File: src/rtl/sseg_scan_scheduler.sv
// Four-digit seven-segment scan scheduler shared by two number sources.
// Optional leading-zero blanking: define LEADING_ZERO_BLANK_EN.
module sseg_scan_scheduler #(
  parameter int DWELL_CYCLES = 100000,
  parameter int BLANK_CYCLES = 1000,
  parameter int HOLD_SCANS   = 4
) (
  input  logic        clk,
  input  logic        rst,
  input  logic        en,
  input  logic [1:0]  req,
  input  logic [13:0] num0,
  input  logic [13:0] num1,
  output logic [1:0]  grant,
  output logic [13:0] value,
  output logic [1:0]  anode_index,
  output logic        blank,
  output logic        frame_done
);

  localparam logic [1:0] IDLE  = 2'd0;
  localparam logic [1:0] BLANK = 2'd1;
  localparam logic [1:0] SHOW  = 2'd2;

  localparam int CMAX = (DWELL_CYCLES > BLANK_CYCLES) ?
                        DWELL_CYCLES : BLANK_CYCLES;
  localparam int CW = (CMAX < 2) ? 1 : $clog2(CMAX + 1);
  localparam int HW = $clog2(HOLD_SCANS + 1);
  localparam logic [1:0] FIRST =
    (BLANK_CYCLES == 0) ? SHOW : BLANK;

  logic [1:0]    state, state_n;
  logic [CW-1:0] cnt, cnt_n;
  logic [HW-1:0] held, held_n, held_inc;
  logic          last, last_n;
  logic [1:0]    grant_n;
  logic [13:0]   value_n;
  logic [1:0]    idx_n;
  logic          blank_n, done_n;
  logic          own, oth, win, swap;

  function automatic logic [13:0] sat(input logic [13:0] n);
    return (n > 14'd9999) ? 14'd9999 : n;
  endfunction

  assign own = grant[1];
  assign oth = ~grant[1];
  assign held_inc = (held >= HW'(HOLD_SCANS)) ? held : held + HW'(1);

  always_comb begin
    state_n = state;
    cnt_n   = cnt;
    held_n  = held;
    last_n  = last;
    grant_n = grant;
    value_n = value;
    idx_n   = anode_index;
    done_n  = 1'b0;
    win     = 1'b0;
    swap    = 1'b0;
    unique case (state)
      IDLE: begin
        if (|req) begin
          win     = (req == 2'b11) ? ~last : req[1];
          grant_n = win ? 2'b10 : 2'b01;
          last_n  = win;
          held_n  = '0;
          value_n = sat(win ? num1 : num0);
          idx_n   = 2'd0;
          cnt_n   = '0;
          state_n = FIRST;
        end
      end
      BLANK: begin
        if (cnt == CW'(BLANK_CYCLES - 1)) begin
          state_n = SHOW;
          cnt_n   = '0;
        end else begin
          cnt_n = cnt + CW'(1);
        end
      end
      SHOW: begin
        if (cnt != CW'(DWELL_CYCLES - 1)) begin
          cnt_n = cnt + CW'(1);
        end else if (anode_index != 2'd3) begin
          cnt_n   = '0;
          idx_n   = anode_index + 2'd1;
          state_n = FIRST;
        end else begin
          cnt_n  = '0;
          idx_n  = 2'd0;
          done_n = 1'b1;
          if (!req[own] && !req[oth]) begin
            state_n = IDLE;
            grant_n = 2'b00;
            held_n  = held_inc;
          end else begin
            // a contender takes over once the owner has had its share
            swap    = req[oth] && (!req[own] || held_inc >= HW'(HOLD_SCANS));
            win     = swap ? oth : own;
            grant_n = win ? 2'b10 : 2'b01;
            held_n  = swap ? '0 : held_inc;
            last_n  = swap ? oth : last;
            value_n = sat(win ? num1 : num0);
            state_n = FIRST;
          end
        end
      end
      default: begin
        state_n = IDLE;
        grant_n = 2'b00;
        idx_n   = 2'd0;
        cnt_n   = '0;
      end
    endcase
`ifdef LEADING_ZERO_BLANK_EN
    blank_n = (state_n != SHOW) ||
              (idx_n == 2'd3 && value_n < 14'd1000) ||
              (idx_n == 2'd2 && value_n < 14'd100) ||
              (idx_n == 2'd1 && value_n < 14'd10);
`else
    blank_n = (state_n != SHOW);
`endif
  end

  always_ff @(posedge clk or negedge rst) begin
    if (!rst) begin
      state       <= IDLE;
      cnt         <= '0;
      held        <= '0;
      last        <= 1'b1;
      grant       <= 2'b00;
      value       <= '0;
      anode_index <= 2'd0;
      blank       <= 1'b1;
      frame_done  <= 1'b0;
    end else if (en) begin
      state       <= state_n;
      cnt         <= cnt_n;
      held        <= held_n;
      last        <= last_n;
      grant       <= grant_n;
      value       <= value_n;
      anode_index <= idx_n;
      blank       <= blank_n;
      frame_done  <= done_n;
    end
  end

endmodule
File: config.mk
export PLATFORM = sky130hd
export DESIGN_NAME = sseg_scan_scheduler
export DESIGN_NICKNAME = d
export VERILOG_FILES = /design/src/rtl/sseg_scan_scheduler.sv
export SDC_FILE = /design/constraint.sdc
export NUM_CORES = 1
export LEC_CHECK = 0
export BUFFER_PORTS_ARGS = -buffer_cell sky130_fd_sc_hd__buf_2
export CORE_MARGIN = 2
export CORE_UTILIZATION = 35
export CTS_CLUSTER_SIZE = 28
export DETAILED_ROUTE_END_ITERATION = 10
export GPL_ROUTABILITY_DRIVEN = 0
export PLACE_DENSITY = 0.67
export RECOVER_POWER = 100
export SYNTH_ARGS = -nofsm -noshare
export SYNTH_HDL_FRONTEND = slang
export SYNTH_SLANG_ARGS = --single-unit
File: constraint.sdc
create_clock -name clk -period 2.16 [get_ports clk]
set_input_delay 0.432 -clock clk [delete_from_list [all_inputs] [get_ports clk]]
set_output_delay 0.432 -clock clk [all_outputs]
set_load 0.02 [all_outputs]
# After elaboration in Yosys (flattened, before gate mapping)
# Index checks and enable logic that the tools add are counted.
# totals
ff_bits	43
in_bits	33
out_inout_bits	20
word_cells	99
# op_classes
n_addsub	3
magnitude_cmp	6
eq_ne	12
n_mux	52
n_bitwise	3
reduce_logical	14
# op_table
op	n
$mux 14	8
$mux 17	3
$pmux 17 s3	1
$gt 14x14->1 const B	2
$pmux 14 s2	1
$mux 2	12
$mux 3	6
$pmux 2 s3	3
$add 17x1->17 const B	1
$eq 17x10->1 const B	1
$ne 17x17->1 const B	1
$mux 1	16
$ne 2x2->1 const B	7
$reduce_and 5->1	2
$reduce_and 7->1	1
$ge 3x3->1 const B	2
$pmux 3 s2	1
$reduce_and 6->1	1
$eq 2x2->1 const B	2
$lt 1x2->1 const B	2
$reduce_and 4->1	1
$add 3x1->3 const B	1
$not 1->1	3
$add 2x1->2 const B	1
other kinds (9)	11

# Logic depth before layout (Yosys ltp)
# Gate-level depths: netlist of the first run.
# logic_depth
word_depth	13
ltp_mapped	8
ltp_nobuf	7

# Worst setup path after synthesis of the first run
# Ideal clock, no wire load.
# synth_path
path_type	reg-to-reg
startpoint	register cnt[0]
endpoint	register cnt[4]
arrival_ns	2.115
required_ns	2.039
slack_ns	-0.076
path_stages_with_launch	9
n_path_buf	1
cell_sequence	dfrtp_1 > ha_1 > nand2_1 > or3_1 > or4_4 > a32o_2 > buf_6 > a21o_1 > a22o_1
# synth_via
elab_chain_cells	3
# synth_rtl
item	line	text
start, declared	33	logic [CW-1:0] cnt, cnt_n;
start signal, assigned	139	cnt <= cnt_n;
$add 17x1->17 (tied with other cells)	79, 84	
$mux 17, on equally long branches	83, 75	
$pmux 17 s3 *	61	unique case (state)
# Every way passes the cells marked *; elsewhere a longest branch is shown, timed or not.
# A chain may end at the register's enable or synchronous reset.

# Final worst setup path of the first run
# layout_path
startpoint	register cnt[0]
endpoint	register cnt[0]
# Same word-level chain as after synthesis.

==> results of run 1 <==
[cell families after synthesis]
kind of cell	synth area share
simple gates	0.213
compound gates	0.238
flops	0.389
buf+inv	0.0343
mux	0.0735
fa+ha+maj	0.0361
xor+xnor	0.0158
[worst min-delay path by stage]
stage | startpoint | end
2_1_floorplan | rst | anode_index[0]
3_3_place_gp | value[13] | value[13]
3_5_place_dp | value[13] | value[13]
4_1_cts | rst | cnt[16]
5_1_grt | en | state[1]
6_report | en | state[1]
[power by group through the flow]
stage / logic [mW] / registers (mW) / clock network (mW)
detailed placement: 1.60 / 1.14 / 0
CTS: 1.67 / 1.14 / 0.568
global placement: 1.56 / 1.14 / 0
floorplan: 0.863 / 1.30 / 0
global route: 1.97 / 1.20 / 0.607
finish: 1.83 / 1.18 / 0.558
[worst max-delay path: cells and delay by family (launching register included)]
| kind | cells | cell delay, ns |
|---|---|---|
| compound gates | 1 | 0.22 |
| simple gates | 4 | 0.90 |
| flops | 1 | 0.41 |
| fa+ha+maj | 1 | 0.18 |
| buf+inv | 1 | 0.16 |
| mux | 1 | 0.25 |
[layer usage]
| layer | GRT usage | vias up | wire (um) |
|---|---|---|---|
| met1 | 0.230 | 1340 | 3430 |
| met3 | 0.0274 | 12 | 266 |
| met2 | 0.283 | 64 | 3950 |
| li1 | - | 1323 | - |
| met5 | 0 | - | 0 |
| met4 | 0.0711 | 0 | 135 |
[layout make-up]
class,count,area share
Clock buffer,6,0.0219
Inverter,11,0.0110
Tap cell,102,0.0339
Clock inverter,2,0.00432
Multi-Input combinational cell,237,0.487
Timing Repair Buffer,92,0.156
Sequential cell,43,0.286
[stage by stage]
| step | std cells | utilization | setup WS [ns] | hold slack [ns] | total power [mW] |
|---|---|---|---|---|---|
| after floorplan | 299 | - | -0.0628 | 0.136 | 2.16 |
| after global placement | 477 | 0.442 | -0.0416 | 0.461 | 2.70 |
| after detailed placement | 477 | 0.442 | -0.104 | 0.477 | 2.75 |
| after CTS | 489 | 0.463 | -0.0411 | 0.246 | 3.37 |
| after global routing | 493 | 0.490 | -0.170 | 0.464 | 3.77 |
| final | 493 | 0.490 | -0.0794 | 0.442 | 3.57 |
[registers in the layout, summed over array words and instances, names as in the netlist]
name and cells:
anode_index 2, blank 1, cnt 17, frame_done 1, grant 2, held 3, last 1, state 2
value 14
[repair_timing]
item,in CTS,in global routing
gates cloned,1,1
resized for setup,6,50
hold endpoints to repair,0,0
buffers inserted,3,3
hold buffers,0,0
pin swaps,4,20
setup endpoints to repair,24,36
[placed cells by master, fill, tap and decap left out, types with 5 or more instances in the layout]
master,n
o21ai_1,5
nand3_1,15
a22o_1,15
a21o_1,5
nand4_1,5
a21oi_1,10
clkbuf_8,6
nor2_1,24
mux2_2,11
ha_1,7
o22ai_1,7
dfrtp_1,41
inv_1,11
o21ai_0,12
nand2_1,27
buf_2,31
o221a_4,7
buf_6,6
buf_4,29
clkbuf_1,23
mux2i_1,8
==> run metrics, run 1 <==
antenna fix cells=0; CP Launch Type=register; sequential cell area=1080 sq um; Int Pwr=2.11 mW; setup TNS=-0.878 ns; Max Slew Vio Count=37; drt drc=0; cells along the critical path=ha_4 > nand2_2 > or3_4 > or4_4 > a32oi_4 > buf_12 > nor2_4 > mux2_2; Routed WL per cell=15.8 um; worst-margin pin slew=1.96 ns; total congestion overflow=0; Final Hold Vio Count=0; Total GRT Usage=0.173; clk slew on worst S/H paths=0.09 ns; final instance area=around 3800 sq um; DR pass1 iterations=4; setup slack, reg-to-reg=-0.08 ns; most numerous cell in the Yosys netlist=dfrtp_1; top cells by count, synth=dfrtp_1 (41), nand2_1 (30), nor2_1 (25), o21ai_0 (19); final worst slack=-0.0794 ns; Tcrit/Tclk final=1.04; Sink Count=43; relative slew slack=-0.307; Port Buf Inserts=52; status=finished with violations; Comb power frac=0.514; die height=93.0 um; vias in the first global route=around 2600; Starting DRT DRC Count=approximately 140; share of cells above drive strength 1=0.343; via-per-instance ratio=5.56; sequential cell area fraction in the yosys report=0.389; # nets final=around 430; Clk network pwr share=0.156; HP Class=in2reg; sw frac=0.408; Post-Syn Area=2770 sq um; WP data arrival=around 2.4 ns; crit path kind=reg2reg; Async S/R FF share, synth=1.00; io pins=53; first-pass GRT wire length=12.1 mm; cell count after synthesis=between 200 and 300; initial antenna violation count=0; Cell Pwr Density=948 nW/um^2; hold path cells=2; Inserted Clock Buffers=5; clk_skew=0.00975 ns; Setup crit end=cnt[0]; Root Buffer=clkbuf_8; overall routed net length=7.78 mm; multi-input combinational cell area=~1800 sq um; Top FF cell, synth=dfrtp_1; CTS tree=yes; largest net degree at the start of global routing=37; reg2reg path depth=8; unrepaired setup endpoints after global routing=yes; failing checks=max-capacitance violations, max-slew violations, negative setup slack; FP Rows=32; critical path required time=2.35 ns; P_leak=1.56 nW; CP Max Fanout=10; starting density of the core=0.361; synthesis-to-layout area growth=35.8%; H-tree Lvls=2; synthesized net count=340; Reg-to-Reg End=cnt[0]; number of synthesized flops with an enable pin=0; NetSw=1.46 mW; # setup viols final=21; die footprint=about 8700 sq um; Max Clk Rate=approximately 450 MHz; clk_lat worst skew=0.30 ns; CORE AREA=between 7000 and 8000 sq um; syn_area_per_cell=9.28 sq um; Cell Area, Placed=3400 sq um; sequential fraction of design power=0.330; library cells used by synthesis=58; synth top area cells=dfrtp_1 (37%), a22o_1 (4.7%), mux2_2 (4.5%), nand2_1 (4.1%), ha_1 (3.6%); Die X=93.0 um; Setup crit end kind=register; Max-cap violations=1; Setup crit start=cnt[0]; VDD IR max=0.000304 V; Warnings, synthesis=0; DP Wirelength=~5.5 mm; share of the synthesized area in the top cell type=0.370; Synth Register Bits=43; slowest stage delay, CP=roughly 0.46 ns; worst reg2reg startpoint=cnt[0]; Synth area leader=dfrtp_1; vias=about 2700; slowest stage cell, crit path=or4_4; fill cell count=approximately 720; Final min period=2.24 ns; ANT nets after route=0; clk buf depth=2
Note: power is estimated with default switching activity, not from simulation.
==> inputs of run 2 (changes only) <==
Settings changed: CORE_ASPECT_RATIO set to 0.9, CORE_UTILIZATION 35 to 50, PLACE_DENSITY 0.67 to 0.86.
==> run 2 against run 1 <==
Against the previous run: the run ends with negative setup slack left; clock skew down 0.0073 ns; worst hold slack lost 0.13 ns; power down 2.3%; worst setup slack got worse by 0.015 ns; sequential share of layout area grew 1.6 points; final area shrank 5.3%; largest cell class unchanged; global-route usage grew 8.0 points; first-iteration DRC count rose by 140%; register-to-register slack lost 0.02 ns.
==> run metrics, run 2 (synthesis results as in run 1) <==
Inserted Clock Buffers=5; FP Rows=25; failing checks=negative setup slack; Die X=82.5 um; antenna fix cells=0; starting density of the core=0.522; clk_skew=0.00247 ns; Tcrit/Tclk final=1.04; CORE AREA=5320 sq um; Max Slew Vio Count=0; dpl cells=435; drt drc=0; synthesis-to-layout area growth=28.6%; DR pass1 iterations=5; io pins=53; sequential cell area=1080 sq um; ANT nets after route=0; Total GRT Usage=0.253; final core occ=0.671; CTS tree=yes; vias=around 2800; Cell Pwr Density=between 900 and 1000 nW/um^2; commonest non-fill, non-tap cells in the layout=dfrtp_1 (41), buf_2 (31), nand2_1 (29); fill cell count=roughly 400; first-pass GRT wire length=approximately 12 mm; Setup crit end kind=register; # nets final=423; Hold Worst Slack=0.314 ns; Max Clk Rate=444 MHz; critical path required time=approximately 2.4 ns; Root Buffer=clkbuf_8; Sink Count=43; reg2reg path depth=8; vias in the first global route=2518; worst-margin pin slew=around 1.1 ns; DP Wirelength=5.37 mm; CP Max Fanout=10; Largest regs=cnt: 17 flops, value: 14 flops, held: 3 flops; # setup viols final=22; Starting DRT DRC Count=342; multi-input combinational cell area=about 1700 sq um; clk buf depth=2; final worst slack=-0.0946 ns; crit path kind=reg2reg; relative slew slack=0.254; initial antenna violation count=0; Port Buf Inserts=52; Max-cap violations=0; largest net degree at the start of global routing=24; Routed WL per cell=18.4 um; fin cells=450; share of cells above drive strength 1=0.321; commonest non-fill, non-tap cell in the layout=dfrtp_1; CP Launch Type=register; unrepaired setup endpoints after global routing=yes; clk slew on worst S/H paths=0.08 ns; die footprint=6160 sq um; WP data arrival=around 2.5 ns; via-per-instance ratio=~6.3; clk_lat worst skew=slightly above 0.3 ns; max reg flops=17; worst reg2reg startpoint=cnt[1]; HP Class=in2async; status=finished with violations; overall routed net length=~8.3 mm; total congestion overflow=0; Final min period=2.25 ns; P_leak=approximately 1.5 nW; die height=around 75 um; VDD IR max=0.000434 V; Setup crit start=cnt[1]; H-tree Lvls=2; Final Hold Vio Count=0; Most flops, register=cnt
run 2: timing repair:
action | CTS | global route
setup endpoints to repair | 19 | 32
hold buffers | 0 | 0
gates resized for setup | 5 | 33
gates cloned | 0 | 1
setup buffers | 3 | 3
pin swaps | 3 | 8
run 2: worst paths after layout:
check,endpoint,slack [ns]
hold / removal,cnt[1],0.31
setup / recovery,cnt[0],-0.09
hold reg to reg,value[13],0.48
max in group asynchronous,blank,0.69
setup reg to reg,cnt[0],-0.09
min in group clk,value[4],0.45
run 2: per-layer routing:
metal | global-route usage | share of wire | vias to the layer above
met5 | 0 | 0 | -
met1 | 0.351 | 0.41 | 1357
met2 | 0.412 | 0.50 | 152
met3 | 0.0432 | 0.070 | 24
li1 | - | - | 1305
met4 | 0.0692 | 0.019 | 0
run 2: final cells by class:
class,instances,area share
Sequential cell,43,0.302
Clock inverter,2,0.00982
Timing Repair Buffer,85,0.145
Inverter,11,0.0116
Tap cell,67,0.0235
Multi-Input combinational cell,236,0.485
Clock buffer,6,0.0231
run 2: worst max-delay path, cell delays in order (launching register included):
cell	delay, ns
dfrtp_1	0.36
ha_2	0.19
nand2_1	0.08
or3_4	0.33
or4_4	0.46
a32oi_4	0.27
buf_12	0.16
nor2_4	0.05
mux2_2	0.25
run 2: through the flow:
step,instance area [sq um],setup TNS [ns],setup WS (ns),power (mW)
CTS,3470,-0.736,-0.0934,3.38
global placement,3290,-0.380,-0.0897,2.59
finish,3570,-1.35,-0.0946,3.49
detailed placement,3290,-1.69,-0.180,2.64
floorplan,2780,-0.168,-0.0628,2.16
global route,3570,-3.81,-0.164,3.66
run 2: report_power, final:
group          switching [mW]  total (mW)  internal (mW)
Sequential              0.157        1.16           1.00
Clock                   0.291       0.665          0.374
Combinational           0.955        1.66          0.710
